===== src/rtl/bank_timing_tracker.sv =====
// bank_timing_tracker: per-bank DDR4 state and timing tracker for the memory model.
// Decodes {bg, ba} into a flat bank index and runs one small state machine per bank.
// Each bank has a phase timer (tRCD / tRP / tRFC, one per transient state), plus
// independent tRAS and tWR down-counters. Illegal or early commands are flagged
// with a registered cmd_err pulse and change no state.
// Optional feature: define BANK_ERR_COUNT_EN to build a saturating 16-bit
// rejected-command counter on err_count; otherwise err_count is tied to 0.
module bank_timing_tracker #(
    parameter int BGWIDTH = 2,
    parameter int BAWIDTH = 2,
    parameter int CNTW    = 8,
    parameter int TRCD    = 14,
    parameter int TRP     = 14,
    parameter int TRAS    = 32,
    parameter int TWR     = 16,
    parameter int TRFC    = 64
) (
    input  logic                                       clk,
    input  logic                                       reset_n,
    input  logic                                       cmd_valid,
    input  logic [3:0]                                 cmd,
    input  logic [BGWIDTH-1:0]                         bg,
    input  logic [BAWIDTH-1:0]                         ba,
    output logic                                       cmd_ok,
    output logic                                       cmd_err,
    output logic [3*(2**(BGWIDTH+BAWIDTH))-1:0]        bank_state,
    output logic [(2**(BGWIDTH+BAWIDTH))-1:0]          bank_ready,
    output logic                                       all_idle,
    output logic [15:0]                                err_count
);

    localparam int IDXW   = BGWIDTH + BAWIDTH;
    localparam int NBANKS = 2**IDXW;

    // Phase timer load values. A transient state is left when the timer is at 1,
    // so loading T-1 at the command edge makes the next state visible at c+T.
    localparam logic [CNTW-1:0] TRCD_LD = CNTW'(TRCD - 1);
    localparam logic [CNTW-1:0] TRP_LD  = CNTW'(TRP - 1);
    localparam logic [CNTW-1:0] TRFC_LD = CNTW'(TRFC - 1);
    localparam logic [CNTW-1:0] TRAS_LD = CNTW'(TRAS - 1);
    localparam logic [CNTW-1:0] TWR_LD  = CNTW'(TWR - 1);
    // Auto-precharge enters PRECHARGING one edge "early" (when the counters are
    // about to hit 0), so it needs a full TRP to reach IDLE TRP cycles later.
    localparam logic [CNTW-1:0] TRP_AP  = CNTW'(TRP);
    localparam logic [CNTW-1:0] ONE     = CNTW'(1);

    typedef enum logic [2:0] {
        ST_IDLE        = 3'd0,
        ST_ACTIVATING  = 3'd1,
        ST_ACTIVE      = 3'd2,
        ST_PRECHARGING = 3'd3,
        ST_REFRESHING  = 3'd4
    } bank_st_e;

    typedef enum logic [3:0] {
        CMD_NOP = 4'd0,
        CMD_ACT = 4'd1,
        CMD_RD  = 4'd2,
        CMD_RDA = 4'd3,
        CMD_WR  = 4'd4,
        CMD_WRA = 4'd5,
        CMD_PR  = 4'd6,
        CMD_PRA = 4'd7,
        CMD_REF = 4'd8
    } cmd_e;

    bank_st_e            state_q [NBANKS];
    bank_st_e            state_d [NBANKS];
    logic [CNTW-1:0]     tmr_q   [NBANKS];
    logic [CNTW-1:0]     tmr_d   [NBANKS];
    logic [CNTW-1:0]     tras_q  [NBANKS];
    logic [CNTW-1:0]     tras_d  [NBANKS];
    logic [CNTW-1:0]     twr_q   [NBANKS];
    logic [CNTW-1:0]     twr_d   [NBANKS];
    logic [NBANKS-1:0]   ap_q;
    logic [NBANKS-1:0]   ap_d;

    logic                cmd_ok_q, cmd_ok_d;
    logic                cmd_err_q, cmd_err_d;
    logic [IDXW-1:0]     tgt;
    logic                pra_ok;
    logic                legal;
    logic                issue;

    // Per-bank status outputs and the all-bank conditions used by PRA/REF.
    always_comb begin
        // NOTE: every combinational output gets a default before any conditional
        // assignment, so no path leaves a value unassigned and no latch is inferred.
        all_idle   = 1'b1;
        pra_ok     = 1'b1;
        bank_state = '0;
        bank_ready = '0;
        for (int b = 0; b < NBANKS; b++) begin
            bank_state[b*3 +: 3] = state_q[b];
            if (state_q[b] != ST_IDLE) begin
                all_idle = 1'b0;
            end
            bank_ready[b] = (state_q[b] == ST_IDLE) ||
                            ((state_q[b] == ST_ACTIVE) && (tras_q[b] == '0) && (twr_q[b] == '0));
            if (!((state_q[b] == ST_IDLE) ||
                  ((state_q[b] == ST_ACTIVE) && (tras_q[b] == '0) &&
                   (twr_q[b] == '0) && !ap_q[b]))) begin
                pra_ok = 1'b0;
            end
        end
    end

    // Command legality check against the target bank's current state and timers.
    always_comb begin
        tgt   = {bg, ba};
        legal = 1'b0;
        case (cmd)
            CMD_ACT:                         legal = (state_q[tgt] == ST_IDLE);
            CMD_RD, CMD_RDA, CMD_WR, CMD_WRA: legal = (state_q[tgt] == ST_ACTIVE) && !ap_q[tgt];
            CMD_PR:  legal = (state_q[tgt] == ST_IDLE) ||
                             ((state_q[tgt] == ST_ACTIVE) && (tras_q[tgt] == '0) && (twr_q[tgt] == '0));
            CMD_PRA: legal = pra_ok;
            CMD_REF: legal = all_idle;
            default: legal = 1'b0;
        endcase
        issue     = cmd_valid && (cmd != CMD_NOP);
        cmd_ok_d  = issue && legal;
        cmd_err_d = issue && !legal;
    end

    // Per-bank next state: timer countdowns plus the effect of an accepted command.
    always_comb begin
        for (int b = 0; b < NBANKS; b++) begin
            state_d[b] = state_q[b];
            tmr_d[b]   = tmr_q[b];
            tras_d[b]  = (tras_q[b] == '0) ? '0 : tras_q[b] - ONE;
            twr_d[b]   = (twr_q[b]  == '0) ? '0 : twr_q[b]  - ONE;
            ap_d[b]    = ap_q[b];

            case (state_q[b])
                ST_IDLE: begin
                    if (cmd_ok_d && (cmd == CMD_ACT) && (tgt == IDXW'(b))) begin
                        state_d[b] = (TRCD == 1) ? ST_ACTIVE : ST_ACTIVATING;
                        tmr_d[b]   = TRCD_LD;
                        tras_d[b]  = TRAS_LD;
                    end else if (cmd_ok_d && (cmd == CMD_REF)) begin
                        state_d[b] = (TRFC == 1) ? ST_IDLE : ST_REFRESHING;
                        tmr_d[b]   = TRFC_LD;
                    end
                end
                ST_ACTIVE: begin
                    if (cmd_ok_d && (tgt == IDXW'(b)) && ((cmd == CMD_WR) || (cmd == CMD_WRA))) begin
                        twr_d[b] = TWR_LD;
                    end
                    if (cmd_ok_d && (tgt == IDXW'(b)) && ((cmd == CMD_RDA) || (cmd == CMD_WRA))) begin
                        ap_d[b] = 1'b1;
                    end
                    if (cmd_ok_d && (((cmd == CMD_PR) && (tgt == IDXW'(b))) || (cmd == CMD_PRA))) begin
                        state_d[b] = (TRP == 1) ? ST_IDLE : ST_PRECHARGING;
                        tmr_d[b]   = TRP_LD;
                        ap_d[b]    = 1'b0;
                    end else if (ap_d[b] && (tras_d[b] == '0) && (twr_d[b] == '0)) begin
                        state_d[b] = ST_PRECHARGING;
                        tmr_d[b]   = TRP_AP;
                        ap_d[b]    = 1'b0;
                    end
                end
                ST_ACTIVATING, ST_PRECHARGING, ST_REFRESHING: begin
                    if (tmr_q[b] <= ONE) begin
                        state_d[b] = (state_q[b] == ST_ACTIVATING) ? ST_ACTIVE : ST_IDLE;
                        tmr_d[b]   = '0;
                    end else begin
                        tmr_d[b]   = tmr_q[b] - ONE;
                    end
                end
                default: begin
                    state_d[b] = ST_IDLE;
                    tmr_d[b]   = '0;
                end
            endcase
        end
    end

    // Bank state, timers and the registered accept/reject pulses.
    always_ff @(posedge clk or negedge reset_n) begin
        if (!reset_n) begin
            // NOTE: the per-bank arrays are small state registers, not RAM, so they
            // are reset like any flop; a reset mid-operation abandons every timer.
            for (int b = 0; b < NBANKS; b++) begin
                state_q[b] <= ST_IDLE;
                tmr_q[b]   <= '0;
                tras_q[b]  <= '0;
                twr_q[b]   <= '0;
            end
            ap_q      <= '0;
            cmd_ok_q  <= 1'b0;
            cmd_err_q <= 1'b0;
        end else begin
            // NOTE: non-blocking assignments keep every register update on the same
            // edge independent of statement order.
            state_q   <= state_d;
            tmr_q     <= tmr_d;
            tras_q    <= tras_d;
            twr_q     <= twr_d;
            ap_q      <= ap_d;
            cmd_ok_q  <= cmd_ok_d;
            cmd_err_q <= cmd_err_d;
        end
    end

    assign cmd_ok  = cmd_ok_q;
    assign cmd_err = cmd_err_q;

`ifdef BANK_ERR_COUNT_EN
    logic [15:0] err_cnt_q;

    // Saturating count of rejected commands, updated on the edge that raises cmd_err.
    always_ff @(posedge clk or negedge reset_n) begin
        if (!reset_n) begin
            err_cnt_q <= '0;
        end else if (cmd_err_d && (err_cnt_q != 16'hFFFF)) begin
            err_cnt_q <= err_cnt_q + 16'd1;
        end
    end

    assign err_count = err_cnt_q;
`else
    assign err_count = '0;
`endif

endmodule


===== config.mk =====
export PLATFORM = sky130hd
export DESIGN_NAME = bank_timing_tracker
export DESIGN_NICKNAME = d
export VERILOG_FILES = /design/src/rtl/bank_timing_tracker.sv
export SDC_FILE = /design/constraint.sdc
export NUM_CORES = 1
export LEC_CHECK = 0
export BUFFER_PORTS_ARGS = -buffer_cell sky130_fd_sc_hd__buf_2
export CAP_MARGIN = 30
export CORE_UTILIZATION = 35
export DETAILED_ROUTE_END_ITERATION = 16
export GPL_ROUTABILITY_DRIVEN = 0
export PLACE_DENSITY = 0.62
export SYNTH_ARGS = -nofsm -noshare
export SYNTH_HDL_FRONTEND = slang
export SYNTH_SLANG_ARGS = --single-unit

===== constraint.sdc =====
create_clock -name clk -period 3.6 [get_ports clk]
set_clock_uncertainty 0.05 [all_clocks]
set_input_delay 0.72 -clock clk [delete_from_list [all_inputs] [get_ports clk]]
set_output_delay 0.72 -clock clk [all_outputs]
set_load 0.05 [all_outputs]

# == After elaboration in Yosys (flattened, before gate mapping) ==
# Cells that the tools add are included.
# totals
input_bits,11
word_cells,1086
regBits,450
# op_classes
magnitude_cmp,18
addsub,48
n_eq_ne,136
n_bitwise,1
n_mux,398
n_reduce_logical,403
# ops
cell,count
8-bit 2-to-1 mux,181
8-bit logical NOT,66
8-bit one-hot mux with 3 select lines,16
8-bit by 1-bit subtractor with 8-bit output (second input constant),48
3-bit 2-to-1 mux,67
1-bit logical AND,184
3-bit one-hot mux with 3 select lines,16
8-bit by 1-bit <= comparator with 1-bit output (second input constant),16
3-bit by 2-bit == test with 1-bit output (second input constant),33
1-bit 2-to-1 mux,97
3-bit by 1-bit inequality test with 1-bit output (second input constant),32
8-bit binary-select mux with 4-bit select,2
3-bit logical NOT,17
1-bit logical OR,51
3-bit by 1-bit == test with 1-bit output (second input constant),16
3-bit == test (second input constant),16
3-bit AND reduction,16
3-bit nonzero test,16
3-bit OR reduction,16
4-bit == test (second input constant),9
4-bit by 3-bit == test with 1-bit output (second input constant),8
2-bit 2-to-1 mux,16
2-bit inequality test (second input constant),16
2-bit AND reduction,16
other kinds (12),33

# == Logic depth before layout (Yosys ltp) ==
# depth
ltp_word,32
ltp_mapped,17

# == Least setup slack after synthesis ==
# OpenSTA, ideal clock, no wires.
# synth_timing
kind,reg-to-reg
start,register twr_q[112] (netlist name)
end,register tmr_q[80] (netlist name)
stages_incl_launch_ff,15
t_required_ns,3.422
arrival_ns,3.870
setup_slack_ns,-0.448
path_cell_list,dfrtp_1 -> inv_1 -> ha_1 -> nor3b_1 -> nand4_1 -> a21oi_1 -> nand2_1 -> or4_1 -> o22ai_4 -> nor2_4 -> clkinv_4 -> a211o_1 -> and2_1 -> buf_2 -> mux2_1
# synth_between
elab_chain_cells,29
# synth_rtl
element,line_no,source
"start, declared",73,logic [CNTW-1:0] twr_q [NBANKS];
"start signal, assigned",199,twr_q <= twr_d;
8-bit logical NOT,102,(twr_q[b] == '0) && !ap_q[b]))) begin
1-bit logical AND,101,((state_q[b] == ST_ACTIVE) && (tras_q[b] == '0) &&
1-bit logical AND,102,
1-bit logical OR,100,if (!((state_q[b] == ST_IDLE) ||
1-bit 2-to-1 mux (15 in a row),100,
1-bit one-hot mux with 5 select lines (*),112,case (cmd)
1-bit logical AND (*),122,cmd_ok_d = issue && legal;
1-bit logical AND,"147, 150",
1-bit logical AND (on tied branches),"147, 150",
8-bit 2-to-1 mux or 1-bit 2-to-1 mux (tied branches),"147, 150",
8-bit 2-to-1 mux or 1-bit 2-to-1 mux (tied branches),135,case (state_q[b])
8-bit logical NOT or 1-bit logical AND (tied branches),157,end else if (ap_d[b] && (tras_d[b] == '0) && (twr_d[b] == '0)) begin
1-bit logical AND,157,
3-bit by 1-bit inequality test with 1-bit output (no source line),--,
2-bit AND reduction (no source line),--,
"end signal, assigned",197,tmr_q <= tmr_d;
"end, declared",69,logic [CNTW-1:0] tmr_q [NBANKS];
# Every way passes the cells marked *; elsewhere a longest branch is shown, timed or not. The select of a mux whose other input is x is not followed.
# A chain may end at the register's enable or synchronous reset.

# == Worst setup path after layout ==
# layout_timing
start,register tras_q[44] (netlist name)
end,register tmr_q[35] (netlist name)
# layout_between
elab_chain_cells,21
# layout_rtl
element,line_no,source
"start, declared",71,logic [CNTW-1:0] tras_q [NBANKS];
"start signal, assigned",198,tras_q <= tras_d;
8-bit logical NOT,101,
1-bit logical AND (2 in a row),101,
1-bit logical AND,102,
1-bit logical OR,100,
1-bit 2-to-1 mux (6 in a row),100,
1-bit one-hot mux with 5 select lines (*),112,
1-bit logical AND (*),122,
1-bit logical AND,"147, 150",
1-bit logical AND (on tied branches),"147, 150",
8-bit 2-to-1 mux or 1-bit 2-to-1 mux (tied branches),"147, 150",
8-bit 2-to-1 mux or 1-bit 2-to-1 mux (tied branches),135,
8-bit logical NOT or 1-bit logical AND (tied branches),157,
1-bit logical AND,157,
3-bit by 1-bit inequality test with 1-bit output (no source line),--,
2-bit AND reduction (no source line),--,
# Marks and branches as above.

==> impl_metrics.json <==
{
  "ys_seq_area_share_pct": 40.39,
  "combPwrFrac_pct": 46.2,
  "chipHeight_microns": 284.2,
  "p_switching_mw": 11.25,
  "multiInputGateArea_sq_um": 16740,
  "cts_tree": "done",
  "h-tree-depth": 2,
  "final.period_utilization_pct": 106.8,
  "synth_most_common_cell": "dfrtp_1",
  "maxSlewViolCount": 0,
  "cp.required_ns": 4.10,
  "wire_per_inst_microns": 18.84,
  "vdd_drop_max_uv": 642.5,
  "swShare_pct": 41.24,
  "first_pass_iters": 6,
  "rsz0062_at_grt": "yes",
  "path_class": "register to register",
  "fill_cells": 7537,
  "r2r_slack_ns": -0.25,
  "cts_root_buf": "clkbuf_16",
  "max_stage_delay_ns": 0.55,
  "status": "finished with violations",
  "nNetsFinal": 3970,
  "overflow": 0,
  "cts_buffer_depth": 3,
  "yosysTopAreaCell": "dfrtp_1",
  "crit_chain": "or4_4 -> nor2_1 -> a31oi_1 -> buf_4 -> o41ai_1 -> buf_4 -> and4b_1 -> and3_1 -> buf_4 -> o21ai_4 -> buf_6 -> buf_12 -> a21oi_4 -> buf_6 -> o221a_1",
  "grt_antenna_before_repair": 4,
  "fin_area_sq_um": 37140,
  "drive_gt1_share_pct": 26.46,
  "clk_latency_ns": 0.62,
  "critPathArrivalTime_ns": 4.35,
  "postRouteAntennaNets": 0,
  "synth_area_sq_um": 27880,
  "hold_slack_ns": 0.04373,
  "die_w_microns": 284.2,
  "synth_warnings": 0,
  "hpwlAfterDp_microns": 69490,
  "yosysTopAreaCellShare_pct": 40.39,
  "syn_to_final_growth_pct": 33.23,
  "regToRegStartpoint": "tras_q[44]",
  "ff2ff_path_depth": 15,
  "clock_sinks": 450,
  "grt_max_degree": 96,
  "crit_slowest_cell": "or4_4",
  "maxCapViolations": 0,
  "cts_made_buffers": 53,
  "io_buffers": 77,
  "crit_top_cell": "buf_4",
  "synthArstFlopShare_pct": 100.0,
  "tightest_slew_ns": 1.202,
  "synth_area_leaders": "dfrtp_1 40%, nor2_1 5.5%, o21ai_0 4.6%, nor3_1 4.2%, nand2_1 4.1%",
  "endpoint_kind": "register",
  "p_leak_nw": 15.71,
  "avgSynthCellArea_sq_um": 8.567,
  "synth.distinct_cells": 108,
  "hold_viol": 0,
  "p_int_mw": 16.03,
  "track_usage_pct": 22.39,
  "clk_pin_slew_ns": 0.06,
  "power_frac_seq_pct": 32.3,
  "violations": "negative setup slack",
  "start_util_pct": 35.35,
  "timing.rr.end": "tmr_q[35]",
  "num_rows": 103,
  "clockPowerShare_pct": 21.5,
  "ys_ff_latch": 450,
  "finalCriticalPeriod_ns": 3.846,
  "start_kind": "register",
  "routed_via_density": 5.568,
  "die_area_sq_um": 80780,
  "drc": 0,
  "hold_class": "input pin to async pin",
  "timing.fmax_mhz": 260.0,
  "cp_max_fo": 6,
  "pin_count": 94,
  "synth-edff-count": 0,
  "timing.slew.headroom_pct": 19.04,
  "dr.first_iter.drc_count": 2382,
  "wl_microns": 93770,
  "place_area_sq_um": 33380,
  "fin_ws_ns": -0.2463,
  "synthTopCellsByCount": "450 x dfrtp_1, 406 x nor2_1, 303 x nand2_1",
  "grt_pass1_vias": 26110,
  "netlist_instances": 3254,
  "ys.flop_type": "dfrtp_1",
  "p_per_area_nw_per_um2": 734.6,
  "core-area_sq_um": 78870,
  "regArea_sq_um": 11260,
  "setup_viol": 151,
  "grt_pass1_wl_microns": 145500,
  "vias": 27710
}
-- state kept, by name (all words and copies together) (netlist names) --
register    cells
tmr_q         128
tras_q        128
twr_q         128
bank_state     48
ap_q           16
cmd_err         1
cmd_ok          1
-- cells by family (layout without fill, tap and decap cells) --
family	Yosys count	count (layout)	synth area share, %
AO/OA/AOI/OAI	833	833	19.57
adder cells (fa/ha/maj)	76	76	3.402
other	1	17	0.01345
buffers and inverters	269	926	4.129
flip-flops	450	450	40.39
multiplexers	63	63	2.783
AND/OR/NAND/NOR	1427	1427	25.47
XOR/XNOR	135	135	4.241
-- power by group through the flow --
| stage | sequential, mW | combinational, mW | clock, mW |
|---|---|---|---|
| 2_1_floorplan | 9.06 | 6.67 | 0 |
| 3_5_place_dp | 8.74 | 11.4 | 0 |
| 3_3_place_gp | 8.71 | 11.2 | 0 |
| 5_1_grt | 9.07 | 13.8 | 6.17 |
| 4_1_cts | 8.70 | 11.9 | 5.99 |
| 6_report | 8.80 | 12.6 | 5.88 |
-- repair_timing --
action,4_1_cts,5_1_grt
gates resized for setup,172,184
endpoints found under the setup margin,172,183
hold buffers,0,0
gates cloned,3,0
pin swaps,73,89
buffers inserted,31,25
-- placed cells by master (no fill, tap or decap), types with 21 or more instances in the layout --
master,synthesis,layout
o21ai_2,1,22
dfrtp_1,450,450
a31oi_1,54,49
and2_1,25,21
o21ai_0,257,223
nor3_1,233,221
buf_2,25,73
nand2_1,303,288
ha_1,75,74
or4_1,24,24
clkbuf_16,0,53
mux2i_1,46,46
o31ai_1,28,26
buf_6,1,61
xnor2_1,83,83
a21oi_1,196,161
nor4_1,56,55
nor3b_1,23,22
or2_2,23,22
nand2b_1,30,29
o211ai_1,21,21
or3_1,52,50
nor2_1,406,398
nor2b_1,39,39
xor2_1,52,52
buf_4,18,503
nand4_1,32,32
nand3_1,75,64
inv_1,164,164
o21a_1,29,29
a21oi_2,4,33
-- per-layer routing --
metal  GRT usage, %  share of wire [%]  routed length (microns)  vias to the layer above
li1               -                  -                        -                    13100
met1          30.02                 44                    40940                    13410
met2          34.60                 45                    41890                      936
met3          4.430                7.0                     6607                      256
met4          10.52                4.6                     4297                        6
met5              0              0.037                       35                        -
-- layout make-up --
class,count,share of cell area (%)
multi-input cells,2550,45.08
flip-flops and latches,450,30.32
repair buffers,662,14.23
clock buffers,65,3.881
well taps,1050,3.537
inverters,165,1.701
clock inverters,32,1.193
repair inverters,2,0.04716
diodes,1,0.006738
-- how the worst max path moves through the flow --
stage                     start          to  cells past startpoint
finish               tras_q[44]   tmr_q[35]                     15
global route           twr_q[1]   tmr_q[40]                     17
CTS                    twr_q[0]   tmr_q[69]                     15
detailed placement        ba[1]  tmr_q[112]                     14
global placement          ba[1]  tmr_q[114]                     14
floorplan           tras_q[104]   tmr_q[80]                     14
-- metrics by stage --
stage / utilization, % / TNS [ns] / power [mW] / instances / worst slack (ns)
after floorplan: - / -0.003214 / 15.74 / 3269 / -0.003214
after global placement: 42.32 / -30.10 / 19.88 / 4836 / -0.3295
after detailed placement: 42.32 / -36.23 / 20.09 / 4836 / -0.4047
after CTS: 45.95 / -5.970 / 26.60 / 4963 / -0.1768
after global routing: 47.09 / -42.75 / 29.03 / 4977 / -0.4084
final: 47.09 / -15.52 / 27.28 / 4977 / -0.2463
-- critical path: cells and delay by family, from the launching register on --
| family | cells | cell delay (ns) |
|---|---|---|
| buffers and inverters | 6 | 0.96 |
| AO/OA/AOI/OAI | 5 | 1.01 |
| flip-flops | 1 | 0.38 |
| AND/OR/NAND/NOR | 4 | 1.35 |
Note: power is estimated with default switching activity, not from simulation.
